**src/rtl/serial_fsm_arbiter.sv**
```systemverilog
// ============================================================================
// Module   : serial_fsm_arbiter
// Brief    : Round-robin burst arbiter sharing one serial-input FSM between
//            NREQ requesters. Optional stats counters under ARB_STATS_EN.
// Revision : 1.0 - initial release
// ============================================================================
`default_nettype none

module serial_fsm_arbiter #(
    parameter int NREQ      = 4,
    parameter int BURST_LEN = 8,
    parameter int CNT_W     = 4,
    parameter int ID_W      = 2
) (
    input  logic            clk,
    input  logic            rst,
    input  logic [NREQ-1:0] req,
    input  logic [NREQ-1:0] din,
    input  logic            y_in,
    output logic [NREQ-1:0] grant,
    output logic            a_out,
    output logic            a_vld,
    output logic            fsm_clr,
    output logic            y_out,
    output logic [ID_W-1:0] y_owner,
    output logic            y_vld,
    output logic            busy
`ifdef ARB_STATS_EN
    ,
    output logic [15:0]     burst_cnt,
    output logic [15:0]     early_cnt
`endif
);

    typedef enum logic [1:0] {
        S_IDLE = 2'd0,
        S_CLR  = 2'd1,
        S_RUN  = 2'd2,
        S_GAP  = 2'd3
    } state_t;

    state_t          state_q;
    logic [ID_W-1:0] owner_q;
    logic [ID_W-1:0] rr_ptr_q;
    logic [CNT_W-1:0] bit_cnt_q;
    logic [NREQ-1:0] grant_q;
    logic            a_out_q;
    logic            a_vld_q;
    logic            fsm_clr_q;
    logic            y_out_q;
    logic [ID_W-1:0] y_owner_q;
    logic            y_vld_q;
    logic            busy_q;

    logic            found_d;
    logic [ID_W-1:0] win_d;
    logic [ID_W-1:0] idx_d;
    logic [NREQ-1:0] onehot_d;
    logic [ID_W-1:0] rr_next_d;
    logic            last_bit_d;
    logic            y_take_d;

    // First requester at or above rr_ptr, wrapping past NREQ-1 back to 0.
    always_comb begin
        found_d = 1'b0;
        win_d   = '0;
        idx_d   = '0;
        for (int i = 0; i < NREQ; i++) begin
            idx_d = ID_W'((int'(rr_ptr_q) + i) % NREQ);
            if (!found_d && req[idx_d]) begin
                found_d = 1'b1;
                win_d   = idx_d;
            end
        end
    end

    assign onehot_d   = NREQ'(1) << win_d;
    assign rr_next_d  = (owner_q == ID_W'(NREQ - 1)) ? '0 : owner_q + 1'b1;
    assign last_bit_d = (bit_cnt_q == CNT_W'(BURST_LEN - 1));
    assign y_take_d   = (state_q == S_RUN) && a_vld_q;

`ifdef ARB_STATS_EN
    logic [15:0] burst_cnt_q;
    logic [15:0] early_cnt_q;
    assign burst_cnt = burst_cnt_q;
    assign early_cnt = early_cnt_q;
`endif

    always_ff @(posedge clk) begin
        if (rst) begin
            state_q   <= S_IDLE;
            owner_q   <= '0;
            rr_ptr_q  <= '0;
            bit_cnt_q <= '0;
            grant_q   <= '0;
            a_out_q   <= 1'b0;
            a_vld_q   <= 1'b0;
            fsm_clr_q <= 1'b0;
            y_out_q   <= 1'b0;
            y_owner_q <= '0;
            y_vld_q   <= 1'b0;
            busy_q    <= 1'b0;
`ifdef ARB_STATS_EN
            burst_cnt_q <= '0;
            early_cnt_q <= '0;
`endif
        end else begin
            // Output tag trails each driven bit by one cycle.
            y_vld_q   <= y_take_d;
            y_out_q   <= y_take_d & y_in;
            y_owner_q <= y_take_d ? owner_q : '0;

            case (state_q)
                S_IDLE: begin
                    if (found_d) begin
                        owner_q   <= win_d;
                        grant_q   <= onehot_d;
                        fsm_clr_q <= 1'b1;
                        busy_q    <= 1'b1;
                        bit_cnt_q <= '0;
                        state_q   <= S_CLR;
                    end
                end
                S_CLR: begin
                    fsm_clr_q <= 1'b0;
                    bit_cnt_q <= '0;
                    a_vld_q   <= req[owner_q];
                    a_out_q   <= req[owner_q] & din[owner_q];
                    state_q   <= S_RUN;
                end
                S_RUN: begin
                    if (a_vld_q && !last_bit_d) begin
                        bit_cnt_q <= bit_cnt_q + 1'b1;
                        a_vld_q   <= req[owner_q];
                        a_out_q   <= req[owner_q] & din[owner_q];
                    end else begin
                        // A RUN cycle without a bit means the owner released early.
                        grant_q  <= '0;
                        a_vld_q  <= 1'b0;
                        a_out_q  <= 1'b0;
                        rr_ptr_q <= rr_next_d;
                        state_q  <= S_GAP;
`ifdef ARB_STATS_EN
                        if (burst_cnt_q != 16'hFFFF) begin
                            burst_cnt_q <= burst_cnt_q + 1'b1;
                        end
                        if (!a_vld_q && early_cnt_q != 16'hFFFF) begin
                            early_cnt_q <= early_cnt_q + 1'b1;
                        end
`endif
                    end
                end
                S_GAP: begin
                    busy_q  <= 1'b0;
                    state_q <= S_IDLE;
                end
                default: state_q <= S_IDLE;
            endcase
        end
    end

    assign grant   = grant_q;
    assign a_out   = a_out_q;
    assign a_vld   = a_vld_q;
    assign fsm_clr = fsm_clr_q;
    assign y_out   = y_out_q;
    assign y_owner = y_owner_q;
    assign y_vld   = y_vld_q;
    assign busy    = busy_q;

endmodule

`default_nettype wire
```
**config.mk**
```make
export PLATFORM = sky130hd
export DESIGN_NAME = serial_fsm_arbiter
export DESIGN_NICKNAME = d
export VERILOG_FILES = /design/src/rtl/serial_fsm_arbiter.sv
export SDC_FILE = /design/constraint.sdc
export NUM_CORES = 1
export LEC_CHECK = 0
export ABC_AREA = 1
export CAP_MARGIN = 20
export CORE_MARGIN = 2
export CORE_UTILIZATION = 52
export DETAILED_ROUTE_END_ITERATION = 10
export GPL_TIMING_DRIVEN = 0
export MAX_ROUTING_LAYER = met4
export PLACE_DENSITY_LB_ADDON = 0.05
export SYNTH_ARGS = -nofsm -noshare
export SYNTH_HDL_FRONTEND = slang
export SYNTH_SLANG_ARGS = --single-unit
```
**constraint.sdc**
```tcl
create_clock -name clk -period 1.63 [get_ports clk]
set_input_delay 0.163 -clock clk [delete_from_list [all_inputs] [get_ports clk]]
set_output_delay 0.163 -clock clk [all_outputs]
set_load 0.005 [all_outputs]
```
==> summary.txt <==
Synthesis
  • Commonest cells in the netlist: nand2_1 (39), dfxtp_1 (22), a21oi_1 (21), inv_1 (21), nand2_2 (13)
  • Top post-synthesis cells by area: dfxtp_1 (32%), nand2_1 (11%), a21oi_1 (7.7%), nand2_4 (6.6%), ha_1 (6.4%)
  • Syn Inst Count: approximately 190
  • Largest area contributor in the netlist: dfxtp_1
  • Post-Syn Area: ~1400 sq um
  • Most frequent cell after synthesis: nand2_1
  • Fraction of registers with async set/reset: 0
  • Mapped Nets: about 210
  • Synth Flop Type: dfxtp_1
  • Share of the yosys chip area belonging to registers: 0.322
  • EDFF count, synth: 0
  • Synth cell types: 26
  • Seq cells post-synth: 22
  • Yosys warns: 0
  • Top cell type's share of synthesized area: 0.322
  • Mapped Avg Cell Area: ~7.3 sq um

STA
  • Worst-Margin Slew: between 0.5 and 0.6 ns
  • Post-route minimum period: 1.61 ns
  • Fmax: 623 MHz
  • RSZ-0062 raised after global routing: yes
  • Final cycle utilization of the critical path: 0.985
  • Slew headroom: 0.612
  • Worst hold slack: 0.367 ns
  • Final setup slack of the worst path: approximately 0.024 ns
  • Final setup vio count: 0
  • Setup Skew: ~0.0039 ns
  • Final Max Tran Viols: 0
  • Endpoints failing hold: 0

Place
  • Port Buffers: 22
  • DP Worst Slack: -0.188 ns
  • Placed Area: around 1600 sq um
  • Dpl cells: approximately 240
  • DPL Wire Length: approximately 2400 microns
  • Routability congestion estimate: between 0.7 and 0.8

Min path
  • Worst hold path class: primary input to flop
  • Hold Path Depth: 3

Setup path
  • Worst-path maximum fanout: 7
  • Crit start category: flop
  • Critical Path RT: 1.88 ns
  • Crit path DAT: between 1.5 and 2 ns
  • Critical Path End Type: flop
  • Crit path kind: flop to flop
  • R2R depth: 11

Routing
  • Drt pass-1 iters: 7
  • Final WL: 3540 microns
  • DRC violations left: 0
  • Vias: between 1000 and 1500
  • Routed vias/inst: roughly 5.6
  • ANT nets after route: 0
  • Starting DRC count in detailed routing: 42
  • DR WL/cell: ~14 microns

CTS
  • CTS Root Cell: clkbuf_4
  • Clk Latency, worst-skew pair: 0.31 ns
  • Clk pin slew, worst setup/hold paths: around 0.13 ns
  • CTS Buffer Depth: 2
  • Clock sink total: 22
  • CTS buffer count: 3
  • TritonCTS clock tree: done
  • H-tree depth: 1

Layout
  • Final non-filler cell total: approximately 250
  • Fin area: about 1800 sq um
  • Post-layout util: 0.743
  • Share of cells above drive strength 1: 0.301
  • Area grow syn2layout: 34.6%
  • Diode count: 0
  • Fin nets: ~240

GRT
  • Grt total ovfl: 0
  • Largest net degree at the start of global routing: 13
  • First-pass GRT wire length: between 5000 and 6000 microns
  • Tot GR Track Use: 0.215
  • Initial antenna violation count: 0
  • Vias in the first global route: 1273

Power
  • Leakage power total: roughly 0.78 nW
  • Total power per unit cell area: 1670 nW/um^2
  • Worst vdd ir: between 1 and 1.5 mV

Status
  • Status: completed

Floorplanning
  • Die height: 55.3 microns
  • # rows: 18
  • Core box area: around 2500 sq um
  • Die Area: 3060 sq um
  • Initial core utilization: 0.552
  • I/O pins: 23
  • Die span in x: 55.3 microns

Flow run
  • Max-cap violations: 0
cell usage in the layout (no fill, tap or decap), types with 2 or more instances in the layout:
cell type,count
nor2_2,3
o21ai_1,3
inv_2,4
nand2_4,16
nand2_2,16
clkdlybuf4s50_1,22
a21oi_2,4
nor2_1,7
nand2_1,29
inv_1,19
o21ai_0,7
a21oi_1,17
nor2_4,2
ha_1,6
buf_4,5
clkbuf_4,3
dfxtp_1,20
nand3_1,10
nand3_2,2
nand4_1,7
cell families after synthesis:
| logic type | synth area share |
|---|---|
| and+or+nand+nor | 0.363 |
| AOI/OAI and AO/OA | 0.149 |
| buffers and inverters | 0.0952 |
| DFF | 0.322 |
| adders and majority gates | 0.0640 |
| xor gates and xnor gates | 0.00641 |
worst max-delay path, cell delays in order, from the launching register on:
cell and delay [ns]:
dfxtp_4 0.42, buf_4 0.15, nand2_2 0.07, nand2_4 0.10
nand2_4 0.05, nand2_4 0.09, nand2_4 0.07, nor2_4 0.15
nand2_4 0.11, o211ai_4 0.12, nand2_2 0.08, a21oi_2 0.13
report_power, final:
part           total, mW  switching [mW]  internal [mW]
Combinational       1.93            1.15          0.786
Clock              0.310           0.174          0.136
Sequential         0.833           0.148          0.685
Total               3.07            1.47           1.61
layout make-up:
class	count	area, sq um
Multi-Input combinational cell	139	933
Fill cell	195	637
Sequential cell	22	445
Timing Repair Buffer	28	269
Inverter	24	95.1
Tap cell	30	37.5
Clock buffer	4	36.3
Buffer	2	23.8
state kept, by name, indices dropped and copies added, names as in the netlist:
name,count
y_owner,2
a_vld,1
owner_q,2
rr_ptr_q,2
a_out,1
grant,4
y_out,1
fsm_clr,1
state_q,2
busy,1
y_vld,1
bit_cnt_q,4
final timing paths:
check | to | slack, ns | from
worst max-delay path | grant[3]$_SDFFE_PP0P_ | 0.02 | rr_ptr_q[0]$_SDFFE_PP0P_
worst max register to register | grant[3]$_SDFFE_PP0P_ | 0.02 | rr_ptr_q[0]$_SDFFE_PP0P_
worst min register to register | grant[0]$_SDFFE_PP0P_ | 0.47 | grant[0]$_SDFFE_PP0P_
worst min-delay path | y_out$_SDFF_PP0_ | 0.37 | y_in
per-stage QoR:
stage          TNS [ns]  total power, mW
2_1_floorplan         0             1.99
6_report              0             3.07
3_3_place_gp      -1.71             2.37
4_1_cts               0             2.82
3_5_place_dp      -2.06             2.42
5_1_grt          -0.311             3.31
metal layers:
metal	wire length [microns]	up-vias	share of wire	global-route usage
li1	-	678	-	-
met1	1450	656	0.41	0.244
met2	1870	44	0.53	0.391
met3	114	14	0.032	0.0187
met4	104	0	0.029	0.0801
met5	0	-	0	-
what timing repair did:
action | in CTS | in global routing
setup buffers | 2 | 4
hold buffers | 0 | 0
pin swaps | 2 | 16
gates resized for setup | 7 | 34
gates cloned | 0 | 1
setup endpoints to repair | 7 | 18
No activity file was read; power rests on OpenSTA's default activity.
